==> config.mk <==
export PLATFORM = sky130hd
export DESIGN_NAME = pulse_period_meter
export DESIGN_NICKNAME = d
export VERILOG_FILES = /design/src/rtl/pulse_period_meter.sv
export SDC_FILE = /design/constraint.sdc
export NUM_CORES = 1
export LEC_CHECK = 0
export CORE_MARGIN = 2
export CORE_UTILIZATION = 30
export CTS_CLUSTER_SIZE = 28
export DETAILED_ROUTE_END_ITERATION = 10
export GPL_TIMING_DRIVEN = 0
export PLACE_DENSITY_LB_ADDON = 0.08
export SLEW_MARGIN = 20
export SYNTH_ARGS = -nofsm -noshare
export SYNTH_HDL_FRONTEND = slang
export SYNTH_SLANG_ARGS = --single-unit
==> constraint.sdc <==
create_clock -name clk -period 1.5 [get_ports clk]
set_input_delay 0.225 -clock clk [delete_from_list [all_inputs] [get_ports clk]]
set_output_delay 0.225 -clock clk [all_outputs]
set_load 0.05 [all_outputs]
==> src/rtl/pulse_period_meter.sv <==
// pulse_period_meter: measures the distance between rising edges on a pulse
// input and reports it as "ticks" (edge-to-edge cycles minus one). This is the
// inverse of the periodic pulse generator's encoding.
//
// Results leave through a single-entry output register with valid/ready
// semantics. period_valid rises when a result is loaded and stays high, with
// period stable, until a cycle where period_valid & period_ready are both
// high; that cycle is the transfer. If a new result is loaded in that same
// cycle, period_valid stays high.
//
// Registered one-cycle strobes:
//   overflow: no edge arrived within 2^N cycles while measuring.
//   dropped:  a result was discarded because the output register was full.
// Both strobes appear one clock after the triggering cycle, aligned with
// period/period_valid.
//
// o_dbg_state exposes the FSM state: 0 = IDLE, 1 = ARMED, 2 = MEASURING.
module pulse_period_meter #(
  parameter int N = 8
) (
  input  logic         clk,
  input  logic         rst,
  input  logic         ena,
  input  logic         in,
  output logic [N-1:0] period,
  output logic         period_valid,
  input  logic         period_ready,
  output logic         overflow,
  output logic         dropped,
  output logic [1:0]   o_dbg_state
);

  typedef enum logic [1:0] {
    ST_IDLE      = 2'd0,
    ST_ARMED     = 2'd1,
    ST_MEASURING = 2'd2
  } state_t;

  localparam logic [N-1:0] CNT_MAX = '1;
  localparam logic [N-1:0] CNT_ONE = {{(N-1){1'b0}}, 1'b1};

  state_t       r_state;
  state_t       w_state_nxt;
  logic [N-1:0] r_cnt;
  logic [N-1:0] w_cnt_nxt;
  logic         r_in_q;
  logic [N-1:0] r_period;
  logic         r_period_valid;
  logic         r_overflow;
  logic         r_dropped;

  logic         w_edge;
  logic         w_result_vld;
  logic         w_overflow;
  logic         w_xfer;
  logic         w_load;

  // The previous-input register resets high so a level already high
  // coming out of reset does not count as an edge.
  assign w_edge = in & ~r_in_q;
  assign w_xfer = r_period_valid & period_ready;
  // A result is accepted when the output is empty or being emptied now.
  assign w_load = w_result_vld & (~r_period_valid | w_xfer);

  // FSM next-state and counter logic
  always_comb begin
    w_state_nxt  = r_state;
    w_cnt_nxt    = r_cnt;
    w_result_vld = 1'b0;
    w_overflow   = 1'b0;
    case (r_state)
      ST_IDLE: begin
        w_cnt_nxt = '0;
        if (ena) w_state_nxt = ST_ARMED;
      end
      ST_ARMED: begin
        // First edge only starts the measurement.
        if (w_edge) begin
          w_cnt_nxt   = '0;
          w_state_nxt = ST_MEASURING;
        end
      end
      ST_MEASURING: begin
        if (w_edge) begin
          // An edge at cnt == max is still a valid result, not an overflow.
          w_result_vld = 1'b1;
          w_cnt_nxt    = '0;
        end else if (r_cnt == CNT_MAX) begin
          w_overflow  = 1'b1;
          w_cnt_nxt   = '0;
          w_state_nxt = ST_ARMED;
        end else begin
          w_cnt_nxt = r_cnt + CNT_ONE;
        end
      end
      default: begin
        w_cnt_nxt   = '0;
        w_state_nxt = ST_IDLE;
      end
    endcase
    // Disabling wins over everything except a result already captured above.
    if (!ena) begin
      w_state_nxt = ST_IDLE;
      w_cnt_nxt   = '0;
    end
  end

  // FSM state, counter and edge-detect registers
  always_ff @(posedge clk) begin
    if (rst) begin
      r_state <= ST_IDLE;
      r_cnt   <= '0;
      r_in_q  <= 1'b1;
    end else begin
      r_state <= w_state_nxt;
      r_cnt   <= w_cnt_nxt;
      r_in_q  <= in;
    end
  end

  // Output register with valid/ready handshake and status strobes
  always_ff @(posedge clk) begin
    if (rst) begin
      r_period       <= '0;
      r_period_valid <= 1'b0;
      r_overflow     <= 1'b0;
      r_dropped      <= 1'b0;
    end else begin
      r_overflow <= w_overflow;
      r_dropped  <= w_result_vld & ~w_load;
      if (w_load) begin
        r_period       <= r_cnt;
        r_period_valid <= 1'b1;
      end else if (w_xfer) begin
        r_period_valid <= 1'b0;
      end
    end
  end

  assign period       = r_period;
  assign period_valid = r_period_valid;
  assign overflow     = r_overflow;
  assign dropped      = r_dropped;
  assign o_dbg_state  = r_state;

endmodule

==> results by group <==
Outcome
  • Status: completed

Global route
  • GRT Total Usage: 0.125
  • Largest net degree at the start of global routing: 13
  • Initial antenna violation count: 0
  • Vias in the first global route: 688
  • GRT overflow: 0
  • First-pass GRT wire length: 3300 um

Min path
  • Hold/Removal Path Class: flip-flop to flip-flop
  • Worst Hold Launch: period[5]

Power and ir drop
  • Net Switching: 0.223 mW
  • Flop pwr share: 0.602
  • Clock power share: 0.339
  • Gate power share: 0.059
  • PwrDens: 796 mW/mm^2
  • Worst VDD drop: 0.319 mV
  • Internal power: 0.760 mW
  • Leak: 0.533 nW
  • Switching Fraction: 0.227

Clock network
  • Clk Latency, worst-skew pair: 0.31 ns
  • CTS Buf Count: 3
  • CTS tree: yes
  • Clock Sinks: 22
  • Root buf cell: clkbuf_4
  • H-tree levels: 1
  • Hold buffers post-CTS: 0
  • Clk slew on worst S/H paths: 0.13 ns
  • CTS max path bufs: 2

Job
  • Max Cap Violations: 0

Critical path
  • RR Startpoint: r_cnt[0]
  • Setup crit start kind: flip-flop
  • Critical path endpoint category: flip-flop
  • Worst Path Max Fanout: 6
  • Crit Path Class: flip-flop to flip-flop
  • Worst endpoint data arrival time: 1.66 ns
  • Crit path from: r_cnt[0]
  • WP data required: 1.69 ns

Die
  • # IOs: 18
  • Die Span X: 59.6 um
  • Die Y: 59.6 um
  • Initial core utilization: 0.308
  • Die area: 0.00355 mm^2
  • Row cnt: 20
  • Area of the core: 0.00300 mm^2

Cells and area
  • Ant. Diodes: 0
  • Non-filler cells, final: 157
  • Final net count: 131
  • Post-route cell area: 0.00123 mm^2
  • Share of layout cells above drive strength 1: 0.202
  • P&R area growth vs syn: 33.4%
  • Fillers: 304

Placement
  • Final Wtd Congestion: 0.750
  • Detail Placement HPWL: 1310 um
  • Placed insts: 147
  • DP Area: 0.00114 mm^2
  • Buffers added on ports: 17

Synthesis
  • Asr flop ratio synth: 0
  • Top post-synthesis cells by count: dfxtp_1, nor2_1, mux2i_1
  • Synth area leader: dfxtp_1
  • Post-synthesis cell count: 97
  • Number of synthesized flops with an enable pin: 0
  • Seq/Total Area, Yosys: 0.476
  • Mapped Nets: 103
  • Primary FF master, synth: dfxtp_1
  • Syn Area/Cell: 9.55 um^2
  • Seq cells post-synth: 22
  • Synth cell types: 29
  • Most common cell in the netlist: dfxtp_1
  • Synth top area share: 0.476
  • YS warnings: 0
  • Largest cells by area after synthesis: dfxtp_1, mux2i_1, nor2_1, a41oi_4, xnor2_1
  • Synthesized area: 926 um^2

Timing
  • Hold Fails Final Rpt: 0
  • Relative slew slack: 0.673
  • Clock Skew: 0.0102 ns
  • Post-route minimum period: 1.46 ns
  • Final setup fails: 0
  • Pins over their slew limit: 0
  • Peak Freq: 683 MHz
  • Part of the cycle the worst path needs: 0.976
  • Worst-Margin Slew: 0.491 ns
  • RSZ-0062 raised after global routing: true

Detailed routing
  • DRC Markers: 0
  • WL final: 1920 um
  • Remaining antenna violation count: 0
  • Vias: 748
  • Wire length per cell: 12.3 um
  • Iteration-0 DRC Markers: 14
  • Vias per Instance: 4.76
  • Drt first pass iters: 4
power by group through the flow:
stage | clock network (mW) | logic [mW] | registers, mW
3_5_place_dp | 0 | 0.0576 | 0.605
6_report | 0.333 | 0.0582 | 0.592
4_1_cts | 0.340 | 0.0584 | 0.592
3_3_place_gp | 0 | 0.0575 | 0.605
5_1_grt | 0.366 | 0.0638 | 0.593
2_1_floorplan | 0 | 0.0275 | 0.611
worst max-delay path: stages, from the launching register on:
cell and delay [ns]:
dfxtp_2 0.38, ha_4 0.15, nand3_2 0.07, or3_4 0.38, a41oi_4 0.28, nor2_1 0.09
cells by family (layout without fill, tap and decap cells):
kind of cell	Yosys count	count (layout)	share of synthesized area
compound gates	14	14	0.119
xor+xnor	5	5	0.0473
fa+ha+maj	1	1	0.0135
buf+inv	4	31	0.0189
flops	22	22	0.476
mux	8	8	0.0865
simple gates	43	43	0.239
through the flow:
stage / utilization / setup TNS (ns) / setup slack [ns] / hold slack (ns) / power [mW]
after global placement: 0.379 / -3.21 / -0.262 / 0.473 / 0.662
final: 0.411 / 0 / 0.0362 / 0.500 / 0.983
after detailed placement: 0.379 / -3.29 / -0.271 / 0.484 / 0.663
after CTS: 0.392 / 0 / 0.00908 / 0.510 / 0.990
after floorplan: - / 0 / 0.00836 / 0.303 / 0.638
after global routing: 0.411 / -0.0736 / -0.0252 / 0.520 / 1.02
final timing paths:
path | cells after the start | slack (ns) | to
hold reg to reg | 2 | 0.50 | period[5]
setup reg to reg | 5 | 0.04 | r_cnt[3]
setup / recovery | 5 | 0.04 | r_cnt[3]
hold / removal | 2 | 0.50 | period[5]
metal layers:
| layer | part of all wire | wire [um] | track usage | vias to the layer above |
|---|---|---|---|---|
| met5 | 0 | 0 | 0 | - |
| met4 | 0.0099 | 19 | 0.0571 | 0 |
| li1 | - | - | - | 395 |
| met1 | 0.53 | 1010 | 0.166 | 336 |
| met3 | 0.033 | 63 | 0.0306 | 2 |
| met2 | 0.43 | 826 | 0.192 | 15 |
layout make-up:
cell class,instances,area [um^2],area share
multi-input cells,71,493,0.399
flip-flops and latches,22,445,0.361
repair buffers,24,203,0.164
well taps,33,41.3,0.0334
clock buffers,4,36.3,0.0294
plain buffers,3,16.3,0.0132
what timing repair did:
action | in CTS | in global routing
gates resized for setup | 16 | 7
setup endpoints to repair | 20 | 15
cloned | 0 | 0
buffers inserted | 2 | 5
pin swaps | 2 | 0
layout by cell type (no fill, tap or decap), types with 4 or more instances in the layout:
cell type / instances
dfxtp_1: 18
nor2_1: 15
dlygate4sd2_1: 12
mux2i_1: 8
buf_4: 7
nand2b_1: 4
nor2b_1: 4
clkbuf_4: 4
a21oi_1: 4
nand2_1: 4
nor3_1: 4
clkdlybuf4s50_1: 4
dfxtp_2: 4
state kept, by name, indices dropped and copies added (netlist names):
| register | cells |
|---|---|
| dropped | 1 |
| o_dbg_state | 2 |
| overflow | 1 |
| period | 8 |
| period_valid | 1 |
| r_cnt | 8 |
| r_in_q | 1 |
No activity file was read; power rests on OpenSTA's default activity.
